`config.mk`:
```
export PLATFORM = sky130hd
export DESIGN_NAME = fib_lookup_scheduler
export DESIGN_NICKNAME = d
export VERILOG_FILES = /design/src/rtl/fib_lookup_scheduler.sv
export SDC_FILE = /design/constraint.sdc
export NUM_CORES = 1
export LEC_CHECK = 0
export CAP_MARGIN = 30
export CORE_AREA = 4 4 520 522
export DETAILED_ROUTE_END_ITERATION = 8
export DIE_AREA = 0 0 524 526
export SLEW_MARGIN = 5
export SYNTH_ARGS = -nofsm -noshare
export SYNTH_HDL_FRONTEND = slang
export SYNTH_SLANG_ARGS = --single-unit
```
`constraint.sdc`:
```
create_clock -name clk_in -period 5.9 [get_ports clk_in]
set_clock_uncertainty 0.05 [all_clocks]
set_input_delay 1.475 -clock clk_in [delete_from_list [all_inputs] [get_ports clk_in]]
set_output_delay 1.475 -clock clk_in [all_outputs]
set_load 0.01 [all_outputs]
```
`src/rtl/fib_lookup_scheduler.sv`:
```
// fib_lookup_scheduler: round-robin front end sharing the FIB level pipeline among requesters
module fib_lookup_scheduler #(
  parameter int NUM_REQ = 4,
  parameter int WORD_SIZE = 16,
  parameter int MAX_NAME_LENGTH = 16,
  parameter int POINTER_SIZE = 16,
  parameter int PIPE_LATENCY = 100,
  parameter int ID_W = $clog2(NUM_REQ)
) (
  input  logic                                         clk_in,
  input  logic                                         rst_n_in,
  input  logic                                         enable_in,
  input  logic                                         drain_in,
  input  logic [NUM_REQ-1:0]                           req_valid_in,
  input  logic [NUM_REQ*MAX_NAME_LENGTH*WORD_SIZE-1:0] req_name_in,
  output logic [NUM_REQ-1:0]                           req_ready_out,
  output logic                                         pipe_valid_out,
  output logic [MAX_NAME_LENGTH*WORD_SIZE-1:0]         pipe_name_out,
  input  logic                                         pipe_result_valid_in,
  input  logic                                         pipe_match_in,
  input  logic                                         pipe_no_child_in,
  input  logic [POINTER_SIZE-1:0]                      pipe_pointer_in,
  output logic [NUM_REQ-1:0]                           rsp_valid_out,
  output logic                                         rsp_match_out,
  output logic                                         rsp_no_child_out,
  output logic [POINTER_SIZE-1:0]                      rsp_pointer_out,
  output logic [$clog2(PIPE_LATENCY+1)-1:0]            inflight_out,
  output logic                                         busy_out,
  output logic                                         err_out
);
  localparam int NW = MAX_NAME_LENGTH * WORD_SIZE;
  localparam int CW = $clog2(PIPE_LATENCY + 1);
  typedef enum logic [1:0] {IDLE, RUN, DRAIN} state_t;
  state_t state;
  logic [ID_W-1:0] last, grantId, launchId, idx;
  logic found, transfer, tailValid, tailHit;
  logic [PIPE_LATENCY-1:0] tagValid;
  logic [ID_W-1:0] tagId [PIPE_LATENCY];
  assign transfer = (state == RUN) && enable_in && !drain_in && found;
  assign req_ready_out = transfer ? NUM_REQ'(1) << grantId : '0;
  assign tailValid = tagValid[PIPE_LATENCY-1];
  assign tailHit = tailValid && pipe_result_valid_in;
  assign busy_out = (state != IDLE) || (inflight_out != '0);
  // first valid requester searching from the one after the last grant, wrapping
  always_comb begin
    grantId = last;
    found = 1'b0;
    idx = '0;
    for (int k = 1; k <= NUM_REQ; k++) begin
      idx = ID_W'((int'(last) + k) % NUM_REQ);
      if (!found && req_valid_in[idx]) begin
        found = 1'b1;
        grantId = idx;
      end
    end
  end
  // enable/drain sequencing and round-robin pointer; drain waits for launches still in the launch register
  always_ff @(posedge clk_in or negedge rst_n_in) begin
    if (!rst_n_in) begin
      state <= IDLE;
      last <= ID_W'(NUM_REQ - 1);
    end else begin
      if (transfer) last <= grantId;
      state <= (state == IDLE)  ? (drain_in ? DRAIN : enable_in ? RUN : IDLE) :
               (state == RUN)   ? ((drain_in || !enable_in) ? DRAIN : RUN) :
               (state == DRAIN) ? ((!drain_in && inflight_out == '0 && !pipe_valid_out) ? IDLE : DRAIN) :
               IDLE;
    end
  end
  // launch register feeding stage 0; the name holds between launches
  always_ff @(posedge clk_in or negedge rst_n_in) begin
    if (!rst_n_in) begin
      pipe_valid_out <= 1'b0;
      pipe_name_out <= '0;
      launchId <= '0;
    end else begin
      pipe_valid_out <= transfer;
      if (transfer) begin
        pipe_name_out <= req_name_in[grantId*NW +: NW];
        launchId <= grantId;
      end
    end
  end
  // requester tags travel alongside the level pipeline and line up with its result at the tail
  always_ff @(posedge clk_in or negedge rst_n_in) begin
    if (!rst_n_in) begin
      tagValid <= '0;
      for (int i = 0; i < PIPE_LATENCY; i++) tagId[i] <= '0;
      inflight_out <= '0;
    end else begin
      tagValid[0] <= pipe_valid_out;
      tagId[0] <= launchId;
      for (int i = 1; i < PIPE_LATENCY; i++) begin
        tagValid[i] <= tagValid[i-1];
        tagId[i] <= tagId[i-1];
      end
      inflight_out <= inflight_out + CW'(pipe_valid_out) - CW'(tailValid);
    end
  end
  // route retiring results to their requester; a tag/result disagreement is latched until reset
  always_ff @(posedge clk_in or negedge rst_n_in) begin
    if (!rst_n_in) begin
      rsp_valid_out <= '0;
      rsp_match_out <= 1'b0;
      rsp_no_child_out <= 1'b0;
      rsp_pointer_out <= '0;
      err_out <= 1'b0;
    end else begin
      rsp_valid_out <= tailHit ? NUM_REQ'(1) << tagId[PIPE_LATENCY-1] : '0;
      if (tailHit) begin
        rsp_match_out <= pipe_match_in;
        rsp_no_child_out <= pipe_no_child_in;
        rsp_pointer_out <= pipe_pointer_in;
      end
      if (tailValid != pipe_result_valid_in) err_out <= 1'b1;
    end
  end
endmodule

```
Word-level counts from Yosys, hierarchy flattened
Index checks and enable logic that the tools add are counted.
- register bits after elaboration: 593
- bits in latches: 0
- memory bits (writable): 0
- ROM bits: 0
- output and inout bits: 292
- word-level logic and storage cells: 174
- memories: 0
- $add $sub $neg: 6
- multipliers: 0
- divide/modulo/power cells: 0
- order comparisons: 4
- equal/unequal tests: 3
- shift-type cells: 3
- mux-type cells: 25
- bitwise gates (word level): 0
- reduce and logical (&&, ||, !) cells: 21
- operator list (cell ; number):
    $shiftx A1024 B11 Y256 ; 1
    $mux W2 ; 10
    $lt A2 B3 Y1 const B ; 4
    $logic_and A1 B1 Y1 ; 9
    $mux W1 ; 9
    $bmux W1 S2 ; 4
    $mux W4 ; 2
    $shl A1 B2 Y4 const A ; 2
    $add A7 B1 Y7 ; 1
    $logic_not A7 Y1 ; 1
    $reduce_bool A7 Y1 ; 1
    $sub A7 B1 Y7 ; 1
    $logic_not A1 Y1 ; 6
    $add A2 B1 Y2 const B ; 2
    $add A2 B2 Y2 const B ; 2
    $eq A2 B1 Y1 const B ; 1
    $eq A2 B2 Y1 const B ; 1
    $logic_not A2 Y1 ; 1
    $logic_or A1 B1 Y1 ; 2
    $reduce_bool A2 Y1 ; 1
    $ne A1 B1 Y1 ; 1

Longest topological paths before layout
Gate-level depths: netlist of the first run.
- depth after elaboration: 15
- depth in mapped cells: 11
- gate-level depth less buffers: 11

Worst setup path after synthesis of the first run
OpenSTA, ideal clock, no wires.
- path kind: input to output
- start point: in req_valid_in[0]
- end point: out req_ready_out[1]
- data arrival time: 2.845 ns
- path slack: 1.530 ns
- cell stages on the path: 7
- path buffers: 4
- cells stage by stage: or3_1 > and2_1 > buf_4 > buf_12 > buf_8 > buf_6 > nor3_1
- longest elaborated chain between the ends: 14
- elaborated cells between the ends (all ways): 25
- those cells by class: shift: 1; mux: 17; reduce/logical: 7
- RTL lines (element ; line ; text):
    start: declaration ; 14 ; input logic [NUM_REQ-1:0] req_valid_in,
    $bmux W1 S2 ; 51 ; if (!found && req_valid_in[idx]) begin
    $mux W1 (implied by the code) ; 51 ;
    $mux W1 ; 51 ;
    $logic_not A1 Y1 ; 51 ;
    $logic_and A1 B1 Y1 ; 51 ;
    $mux W1 ; 51 ;
    $logic_not A1 Y1 ; 51 ;
    $logic_and A1 B1 Y1 ; 51 ;
    $mux W1 ; 51 ;
    $logic_not A1 Y1 ; 51 ;
    $logic_and A1 B1 Y1 ; 51 ;
    $mux W2 / $mux W1 (equally long branches) ; 51 ;
    $shl A1 B2 Y4 / $logic_and A1 B1 Y1 (equally long branches) ; 40, 39 ;
    $mux W4 (*) ; 40 ; assign req_ready_out = transfer ? NUM_REQ'(1) << grantId : '0;
    end: declaration ; 16 ; output logic [NUM_REQ-1:0] req_ready_out,
Mark *: on every way between the ends. The rest lies on a longest branch, timed or not. The select of a mux whose other input is x is not followed.

Final worst setup path of the first run
- start point: in drain_in
- end point: out req_ready_out[2]
- longest elaborated chain between the ends: 4
- RTL lines (element ; line ; text):
    start: declaration ; 13 ; input logic drain_in,
    $logic_not A1 Y1 ; 39 ; assign transfer = (state == RUN) && enable_in && !drain_in && found;
    $logic_and A1 B1 Y1 (2 in a row) ; 39 ;
    $mux W4 ; 40 ;
Every way passes these cells.

==> flow_summary.json, run 1 <==
{
  "status": "finished clean",
  "layout_common_cells": "clkdlybuf4s50_1 (1341), dfrtp_1 (591), mux2i_1 (510)",
  "crit_slowest_cell": "clkdlybuf4s50_1",
  "synth_cells": 1869,
  "endpoint_kind": "primary output",
  "grt_pass1_wl_um": 264000,
  "place.detailed.hpwl_um": 187000,
  "yosysWarnings": 0,
  "powerDensity_nw_per_um2": 296,
  "clkSinkCount": 593,
  "crit_fanout": 5,
  "rsz0062_at_grt": "false",
  "required_ns": 4.38,
  "finalNetCount": 4295,
  "dr.first_iter.drc_count": 1695,
  "holdBufCountCts": 0,
  "irDropWorstVdd_mv": 0.218,
  "die_area_um2": 276000,
  "path_cells": "clkdlybuf4s50_1 -> nand2b_1 -> or3_1 -> buf_4 -> nor3_1 -> clkdlybuf4s50_1",
  "drc": 0,
  "die_x_um": 524,
  "path_clk_slew_ns": 0.06,
  "vias_per_cell": 3.43,
  "portBuffers": 1342,
  "place_ws_ns": 0.376,
  "post_cts_buffers": 0,
  "slew_viol_final": 0,
  "final_antenna_net_count": 0,
  "cts_tree": "yes",
  "cts_buffer_depth": 3,
  "syn_to_final_growth_pct": 76.8,
  "insertion_delay_ns": 0.73,
  "synth_cell_type_count": 45,
  "final_common_cell": "clkdlybuf4s50_1",
  "fin_util": 0.177,
  "wirelength_um": 216000,
  "globalRoute.totalOverflow": 0,
  "grt_pass1_vias": 24100,
  "numCtsBuffers": 74,
  "ys_seq_elements": 593,
  "max_freq_mhz": 181,
  "wire_per_inst_um": 31.5,
  "io_pins": 1343,
  "h-tree-depth": 3,
  "grtUsageTotal": 0.149,
  "root_buffer": "clkbuf_16",
  "ys_seq_area_frac": 0.558,
  "first_pass_iters": 5,
  "finalCriticalPeriod_ns": 5.53,
  "critPathArrivalTime_ns": 4.01,
  "crit_family": "buffers and inverters",
  "initial_utilization": 0.100,
  "rows": 189,
  "worstSetupPathType": "primary input to primary output",
  "slew_headroom": 0.201,
  "syn_avg_cell_area_um2": 14.2,
  "die_h_um": 526,
  "cellLeakagePower_nw": 19.8,
  "drive_gt1_frac": 0.145,
  "max_cap_viol_count": 0,
  "cts_resized": 0,
  "ys.flop_type": "dfrtp_1",
  "slowest_delay_ns": 0.61,
  "crit_buf_inv": 3,
  "grt_max_degree": 123,
  "async_flop_share": 1.00,
  "hold_class": "register to register",
  "synth_edf_count": 0,
  "setup_viol": 0,
  "gp_congestion": 0.918,
  "antenna_found_initial": 227,
  "fin_tns_setup_ns": 0,
  "holdWs_ns": 0.228,
  "tightestPinTransition_ns": 1.17,
  "layout_worst_path_cycle_share": 0.938,
  "syn_nets": 2931,
  "coreArea_um2": 265000,
  "vias": 23600,
  "crit_top_cell": "clkdlybuf4s50_1",
  "finalHoldViolations": 0,
  "syn_area_um2": 26600,
  "finalWorstSetupSlack_ns": 0.367,
  "critPathLaunchType": "primary input"
}
==> through the flow <==
stage          total power [mW]  cells  area [µm²]
3_3_place_gp               8.96   6680       44200
2_1_floorplan              6.65   1869       26600
3_5_place_dp               9.01   6687       44200
6_report                   13.9   6874       47000
5_1_grt                    14.5   6846       46900
4_1_cts                    14.2   6814       46800
==> sequential cells by signal, indices dropped and copies added, names as in the netlist, 2 cells and up <==
signal	flops
state	2
inflight_out	7
tagValid	100
pipe_name_out	256
tagId	200
last	2
rsp_valid_out	4
launchId	2
rsp_pointer_out	16
==> report_power, final <==
| part | internal (mW) | total [mW] | leakage, nW | switching [mW] |
|---|---|---|---|---|
| combinational | 2.06 | 4.08 | 10.8 | 2.01 |
| clock | 2.90 | 4.97 | 1.25 | 2.07 |
| sequential | 4.54 | 4.85 | 7.80 | 0.309 |
| total | 9.50 | 13.9 | 19.8 | 4.39 |
==> cell families after synthesis <==
kind of cell | Yosys count | synth area share
simple gates | 295 | 0.0440
buf+inv | 160 | 0.0454
compound gates | 274 | 0.144
flops | 593 | 0.558
mux | 532 | 0.201
fa+ha+maj | 11 | 0.00546
xor+xnor | 4 | 0.00132
==> layout make-up <==
class	count	area (µm²)
antenna	57	143
clock buffer	97	2080
clock inverter	30	509
fill	29000	218000
inverter	15	63.8
multi-input combinational	1116	10600
sequential	593	14800
tap	3533	4420
timing repair buffer	1433	14400
==> layer usage <==
layer | part of all wire | vias to the layer above | routed length [µm] | global-route usage
met4 | 0.045 | 170 | 9810 | 0.0563
li1 | - | 9764 | - | -
met2 | 0.45 | 1471 | 98200 | 0.242
met1 | 0.36 | 11700 | 77600 | 0.161
met5 | 0.0050 | - | 1070 | 0
met3 | 0.14 | 504 | 29600 | 0.0852
==> path summary, 6_finish.rpt <==
path / from / end / slack, ns / cells past startpoint
max in group asynchronous: rst_n_in / pipe_name_out[123] / 3.88 / 2
hold / removal: tagId[76] / tagId[74] / 0.23 / 0
min in group asynchronous: rst_n_in / pipe_name_out[242] / 0.70 / 1
setup reg to reg: last[1] / pipe_name_out[162] / 2.46 / 7
hold reg to reg: tagId[76] / tagId[74] / 0.23 / 0
setup / recovery: drain_in / req_ready_out[2] / 0.37 / 6
==> Yosys cell counts (2+ instances only) <==
| library cell | count | area share |
|---|---|---|
| buf_4 | 7 | 0.0020 |
| mux2_2 | 18 | 0.0076 |
| nand2b_1 | 4 | 0.00094 |
| xnor2_1 | 3 | 0.00099 |
| dfstp_2 | 2 | 0.0020 |
| nor2_1 | 266 | 0.038 |
| buf_6 | 8 | 0.0034 |
| or3_1 | 2 | 0.00047 |
| nand2_1 | 5 | 0.00071 |
| clkbuf_4 | 19 | 0.0054 |
| clkbuf_1 | 33 | 0.0047 |
| o21a_1 | 2 | 0.00056 |
| inv_1 | 14 | 0.0020 |
| nor3b_1 | 2 | 0.00056 |
| buf_12 | 23 | 0.017 |
| mux2i_1 | 514 | 0.19 |
| nor3_1 | 7 | 0.0013 |
| buf_1 | 3 | 0.00042 |
| a21oi_1 | 7 | 0.0013 |
| dfrtp_1 | 591 | 0.56 |
| a221oi_2 | 236 | 0.13 |
| and3_1 | 2 | 0.00047 |
| buf_2 | 51 | 0.0096 |
| a221oi_1 | 20 | 0.0066 |
| ha_1 | 10 | 0.0047 |
(Power assumes the default switching activity.)
==> run 2, diff against run 1 <==
--- a/config.mk
+++ b/config.mk
@@ -6,9 +6,9 @@
 export NUM_CORES = 1
 export LEC_CHECK = 0
 export CAP_MARGIN = 30
-export CORE_AREA = 4 4 520 522
+export CORE_AREA = 4 4 523 525
 export DETAILED_ROUTE_END_ITERATION = 8
-export DIE_AREA = 0 0 524 526
+export DIE_AREA = 0 0 527 529
 export SLEW_MARGIN = 5
 export SYNTH_ARGS = -nofsm -noshare
 export SYNTH_HDL_FRONTEND = slang
==> constraint.sdc (replaced) <==
create_clock -name clk_in -period 5.6 [get_ports clk_in]
set_clock_uncertainty 0.05 [all_clocks]
set_input_delay 1.4 -clock clk_in [delete_from_list [all_inputs] [get_ports clk_in]]
set_output_delay 1.4 -clock clk_in [all_outputs]
set_load 0.01 [all_outputs]
==> run 2 against run 1 <==
Flip-flop and latch count did not move. Non-clock buffer count grew 16. Utilization is 0.20 points lower. Register-to-register slack got worse by 0.42 ns. Cell area up 0.46%. Cell count grew 1.0%. Critical path depth unchanged. Critical path type unchanged. Largest cell class unchanged.
==> flow_summary.json, run 2 (same netlist as run 1, synthesis figures left out) <==
{
  "wirelength_um": 212000,
  "setup_viol": 0,
  "path_cells": "clkdlybuf4s50_1 -> nand2b_1 -> or3_1 -> nor3_1 -> buf_4 -> clkdlybuf4s50_1",
  "crit_buf_inv": 3,
  "crit_path_start": "drain_in",
  "critPathArrivalTime_ns": 3.98,
  "dp.cells": 6742,
  "io_pins": 1343,
  "post_cts_buffers": 0,
  "holdCritStartpoint": "tagId[45]",
  "wire_per_inst_um": 30.6,
  "layout_common_cells": "clkdlybuf4s50_1 (1341), dfrtp_1 (591), mux2i_1 (513)",
  "crit_top_cell": "clkdlybuf4s50_1",
  "holdBufCountCts": 0,
  "clkPwrFrac": 0.353,
  "rsz0062_at_grt": "false",
  "worstSetupPathType": "primary input to primary output",
  "grt_max_degree": 85,
  "p_int_mw": 9.93,
  "combPwrFrac": 0.297,
  "clkSinkCount": 593,
  "die_x_um": 527,
  "critPathLaunchType": "primary input",
  "vias_per_cell": 3.40,
  "sw_frac_of_total": 0.322,
  "gp_congestion": 0.962,
  "final_common_cell": "clkdlybuf4s50_1",
  "die_h_um": 529,
  "cts_tree": "yes",
  "crit_slowest_cell": "or3_1",
  "reg2regPathDepth": 7,
  "rows": 191,
  "h-tree-depth": 3,
  "vias": 23600,
  "antenna_found_initial": 236,
  "first_pass_iters": 5,
  "powerDensity_nw_per_um2": 310,
  "die_area_um2": 279000,
  "grt_pass1_wl_um": 264000,
  "dr.first_iter.drc_count": 1515,
  "tightestPinTransition_ns": 0.984,
  "coreArea_um2": 269000,
  "hold_depth": 0,
  "endpoint_kind": "primary output",
  "cellLeakagePower_nw": 19.9,
  "syn_to_final_growth_pct": 77.6,
  "numCtsBuffers": 77,
  "slew_headroom": 0.325,
  "netSwitchingPower_mw": 4.71,
  "fin_util": 0.175,
  "largest_reg_flops": 256,
  "drc": 0,
  "slew_viol_final": 0,
  "hold_class": "register to register",
  "irDropWorstVdd_mv": 0.190,
  "status": "finished clean",
  "place.detailed.hpwl_um": 185000,
  "grtUsageTotal": 0.146,
  "max_cap_viol_count": 0,
  "root_buffer": "clkbuf_16",
  "reg_top3": "pipe_name_out x256, tagId x200, tagValid x100",
  "crit_family": "simple AND/OR/NAND/NOR gates",
  "drive_gt1_frac": 0.150,
  "cts_resized": 1,
  "fin_tns_setup_ns": 0,
  "finalHoldViolations": 0,
  "seqPwrFrac": 0.350,
  "grt_pass1_vias": 24600,
  "required_ns": 4.15,
  "final_antenna_net_count": 0,
  "slowest_delay_ns": 0.65,
  "max_freq_mhz": 184,
  "path_clk_slew_ns": 0.06,
  "finalCriticalPeriod_ns": 5.43,
  "largest-register": "pipe_name_out",
  "fin_cells": 6944,
  "r2r_start": "last[0]",
  "portBuffers": 1342,
  "layout_worst_path_cycle_share": 0.969,
  "finalNetCount": 4314,
  "crit_fanout": 7,
  "globalRoute.totalOverflow": 0,
  "min_to": "tagId[43]",
  "r2r_setup_slack_ns": 2.04,
  "cts_buffer_depth": 3,
  "fin_area_um2": 47200,
  "initial_utilization": 0.0987,
  "insertion_delay_ns": 0.73,
  "place_area_um2": 44400,
  "r2r_end": "pipe_name_out[170]"
}
-- run 2: power groups by stage --
stage / registers, mW / logic (mW) / clock network [mW]
2_1_floorplan: 5.25 / 1.75 / 0
3_3_place_gp: 5.17 / 4.33 / 0
3_5_place_dp: 5.17 / 4.39 / 0
4_1_cts: 5.12 / 4.41 / 5.41
5_1_grt: 5.17 / 4.59 / 5.54
6_report: 5.12 / 4.34 / 5.17
-- run 2: worst register-to-register path: cells and delay by family, from the launching register on --
family,cells,cell delay (ns)
AND/OR/NAND/NOR,1,0.39
flip-flops,1,0.59
AO/OA/AOI/OAI,2,0.38
multiplexers,2,1.20
buffers and inverters,2,0.81
-- run 2: area by class of cell --
type,instances,area [µm²]
Tap cell,3570,4470
Antenna cell,62,155
Clock inverter,35,427
Timing Repair Buffer,1449,14500
Clock buffer,104,2180
Sequential cell,593,14800
Multi-Input combinational cell,1116,10600
Fill cell,29500,222000
Inverter,15,63.8
-- run 2: worst max path at each step --
stage | cells past startpoint | to | slack, ns
2_1_floorplan | 7 | req_ready_out[1] | 1.38
4_1_cts | 5 | req_ready_out[2] | 0.12
6_report | 6 | req_ready_out[0] | 0.17
3_3_place_gp | 5 | req_ready_out[2] | -0.15
5_1_grt | 5 | req_ready_out[2] | 0.05
3_5_place_dp | 5 | req_ready_out[2] | -0.11
-- run 2: routing by layer --
layer,vias up,GRT usage,wire length (µm)
met5,-,0.00450,1110
met3,552,0.0776,27600
li1,9801,-,-
met2,1514,0.231,95400
met4,168,0.0632,10200
met1,11600,0.163,78100
-- run 2: per-stage QoR --
stage	setup slack [ns]	total power, mW	hold slack [ns]
after floorplan	1.38	7.01	0.281
after global placement	-0.146	9.49	0.282
after detailed placement	-0.114	9.57	0.285
after CTS	0.115	14.9	0.228
after global routing	0.0451	15.3	0.253
final	0.174	14.6	0.248
==> run 3, diff against run 2 <==
--- a/config.mk
+++ b/config.mk
@@ -9,7 +9,7 @@
 export CORE_AREA = 4 4 523 525
 export DETAILED_ROUTE_END_ITERATION = 8
 export DIE_AREA = 0 0 527 529
-export SLEW_MARGIN = 5
+export SLEW_MARGIN = 30
 export SYNTH_ARGS = -nofsm -noshare
 export SYNTH_HDL_FRONTEND = slang
 export SYNTH_SLANG_ARGS = --single-unit
==> run 3 against run 2 <==
First-iteration DRC count rose by 0.53%. Die area is the same. Maximum frequency down 1.7%. Critical path type unchanged. Sequential power is essentially flat. Routed wire length is 0.20% lower. Flip-flop and latch count unchanged. Largest power group unchanged. Register-to-register slack got worse by 0.05 ns. Utilization about the same.
==> flow_summary.json, run 3 (same netlist as run 1, synthesis figures left out) <==
{
  "dr.first_iter.drc_count": 1523,
  "holdWs_ns": 0.260,
  "critPathLaunchType": "primary input",
  "wire_per_inst_um": 30.6,
  "critPathArrivalTime_ns": 4.07,
  "reg2regPathDepth": 7,
  "finalWorstSetupSlack_ns": 0.0782,
  "required_ns": 4.15,
  "final_common_cell": "clkdlybuf4s50_1",
  "fin_tns_setup_ns": 0,
  "wirelength_um": 212000,
  "cts_buffer_depth": 3,
  "hold_depth": 0,
  "finalCriticalPeriod_ns": 5.52,
  "path_clk_slew_ns": 0.06,
  "cts_tree": "yes",
  "worstSetupPathType": "primary input to primary output",
  "fin_area_um2": 47200,
  "first_pass_iters": 5,
  "status": "finished clean",
  "r2r_start": "last[0]",
  "hold_class": "register to register",
  "io_pins": 1343,
  "crit_family": "simple AND/OR/NAND/NOR gates",
  "setup_viol": 0,
  "fin_cells": 6932,
  "r2r_end": "pipe_name_out[169]",
  "slew_viol_final": 0,
  "globalRoute.totalOverflow": 0,
  "layout_common_cells": "clkdlybuf4s50_1 (1341), dfrtp_1 (591), mux2i_1 (507)",
  "h-tree-depth": 3,
  "slew_headroom": 0.260,
  "grt_pass1_wl_um": 262000,
  "post_cts_buffers": 0,
  "place.detailed.hpwl_um": 185000,
  "final_antenna_net_count": 0,
  "grt_pass1_vias": 24300,
  "place_area_um2": 44400,
  "crit_fanout": 7,
  "endpoint_kind": "primary output",
  "slowest_delay_ns": 0.66,
  "n_fill_cell": 29400,
  "crit_top_cell": "clkdlybuf4s50_1",
  "crit_buf_inv": 2,
  "vias_per_cell": 3.39,
  "tightestPinTransition_ns": 1.08,
  "root_buffer": "clkbuf_16",
  "numCtsBuffers": 75,
  "max_freq_mhz": 181,
  "gp_congestion": 0.962,
  "drc": 0,
  "cts_resized": 1,
  "syn_to_final_growth_pct": 77.4,
  "place_ws_ns": -0.106,
  "finalNetCount": 4305,
  "grt_max_degree": 85,
  "insertion_delay_ns": 0.69,
  "portBuffers": 1342,
  "largest_reg_flops": 256,
  "crit_slowest_cell": "or3_1",
  "cellLeakagePower_nw": 19.9,
  "die_h_um": 529,
  "dp.cells": 6736,
  "layout_worst_path_cycle_share": 0.986,
  "die_x_um": 527,
  "drive_gt1_frac": 0.149,
  "die_area_um2": 279000,
  "rsz0062_at_grt": "false",
  "vias": 23500,
  "path_cells": "clkdlybuf4s50_1 -> nand2b_1 -> or3_1 -> nor3_2 -> clkdlybuf4s50_1",
  "holdCritStartpoint": "tagId[6]",
  "largest-register": "pipe_name_out",
  "finalHoldViolations": 0,
  "rows": 191,
  "grtUsageTotal": 0.145,
  "min_to": "tagId[4]",
  "irDropWorstVdd_mv": 0.179,
  "holdBufCountCts": 0,
  "initial_utilization": 0.0987,
  "clkSinkCount": 593,
  "fin_util": 0.175,
  "report.power.total_mw": 14.7,
  "reg_top3": "pipe_name_out x256, tagId x200, tagValid x100",
  "coreArea_um2": 269000,
  "max_cap_viol_count": 0,
  "antenna_found_initial": 250,
  "powerDensity_nw_per_um2": 311,
  "r2r_setup_slack_ns": 1.99
}
-- run 3: worst max-delay path by stage --
stage / from / end / slack (ns) / cells past startpoint
final: drain_in / req_ready_out[2] / 0.08 / 5
after global routing: drain_in / req_ready_out[2] / 0.06 / 5
after global placement: drain_in / req_ready_out[2] / -0.15 / 5
after floorplan: req_valid_in[0] / req_ready_out[1] / 1.38 / 7
after CTS: drain_in / req_ready_out[2] / 0.11 / 5
after detailed placement: drain_in / req_ready_out[2] / -0.11 / 5
-- run 3: layout make-up --
cell class / instances / area, µm² / share of cell area
flip-flops and latches: 593 / 14800 / 0.315
multi-input cells: 1116 / 10600 / 0.224
diodes: 59 / 148 / 0.00313
inverters: 15 / 63.8 / 0.00135
clock buffers: 98 / 2040 / 0.0433
repair buffers: 1442 / 14500 / 0.306
well taps: 3570 / 4470 / 0.0947
clock inverters: 39 / 569 / 0.0121
-- run 3: worst register-to-register path: cells and delay by family (launching register included) --
kind,cells,cell delay (ns)
DFF,1,0.58
AOI/OAI and AO/OA,2,0.39
and+or+nand+nor,1,0.41
muxes,2,1.17
buffers and inverters,2,0.84
-- run 3: report_power, final --
group	leakage [nW]	internal, mW	total [mW]	switching [mW]
sequential	7.80	4.79	5.12	0.335
clock	1.26	3.01	5.17	2.17
combinational	10.8	2.18	4.36	2.18
-- run 3: metal layers --
layer | GRT usage | part of all wire
met3 | 0.0984 | 0.15
met4 | 0.0627 | 0.049
met1 | 0.149 | 0.35
met5 | 0 | 0.0060
met2 | 0.229 | 0.45
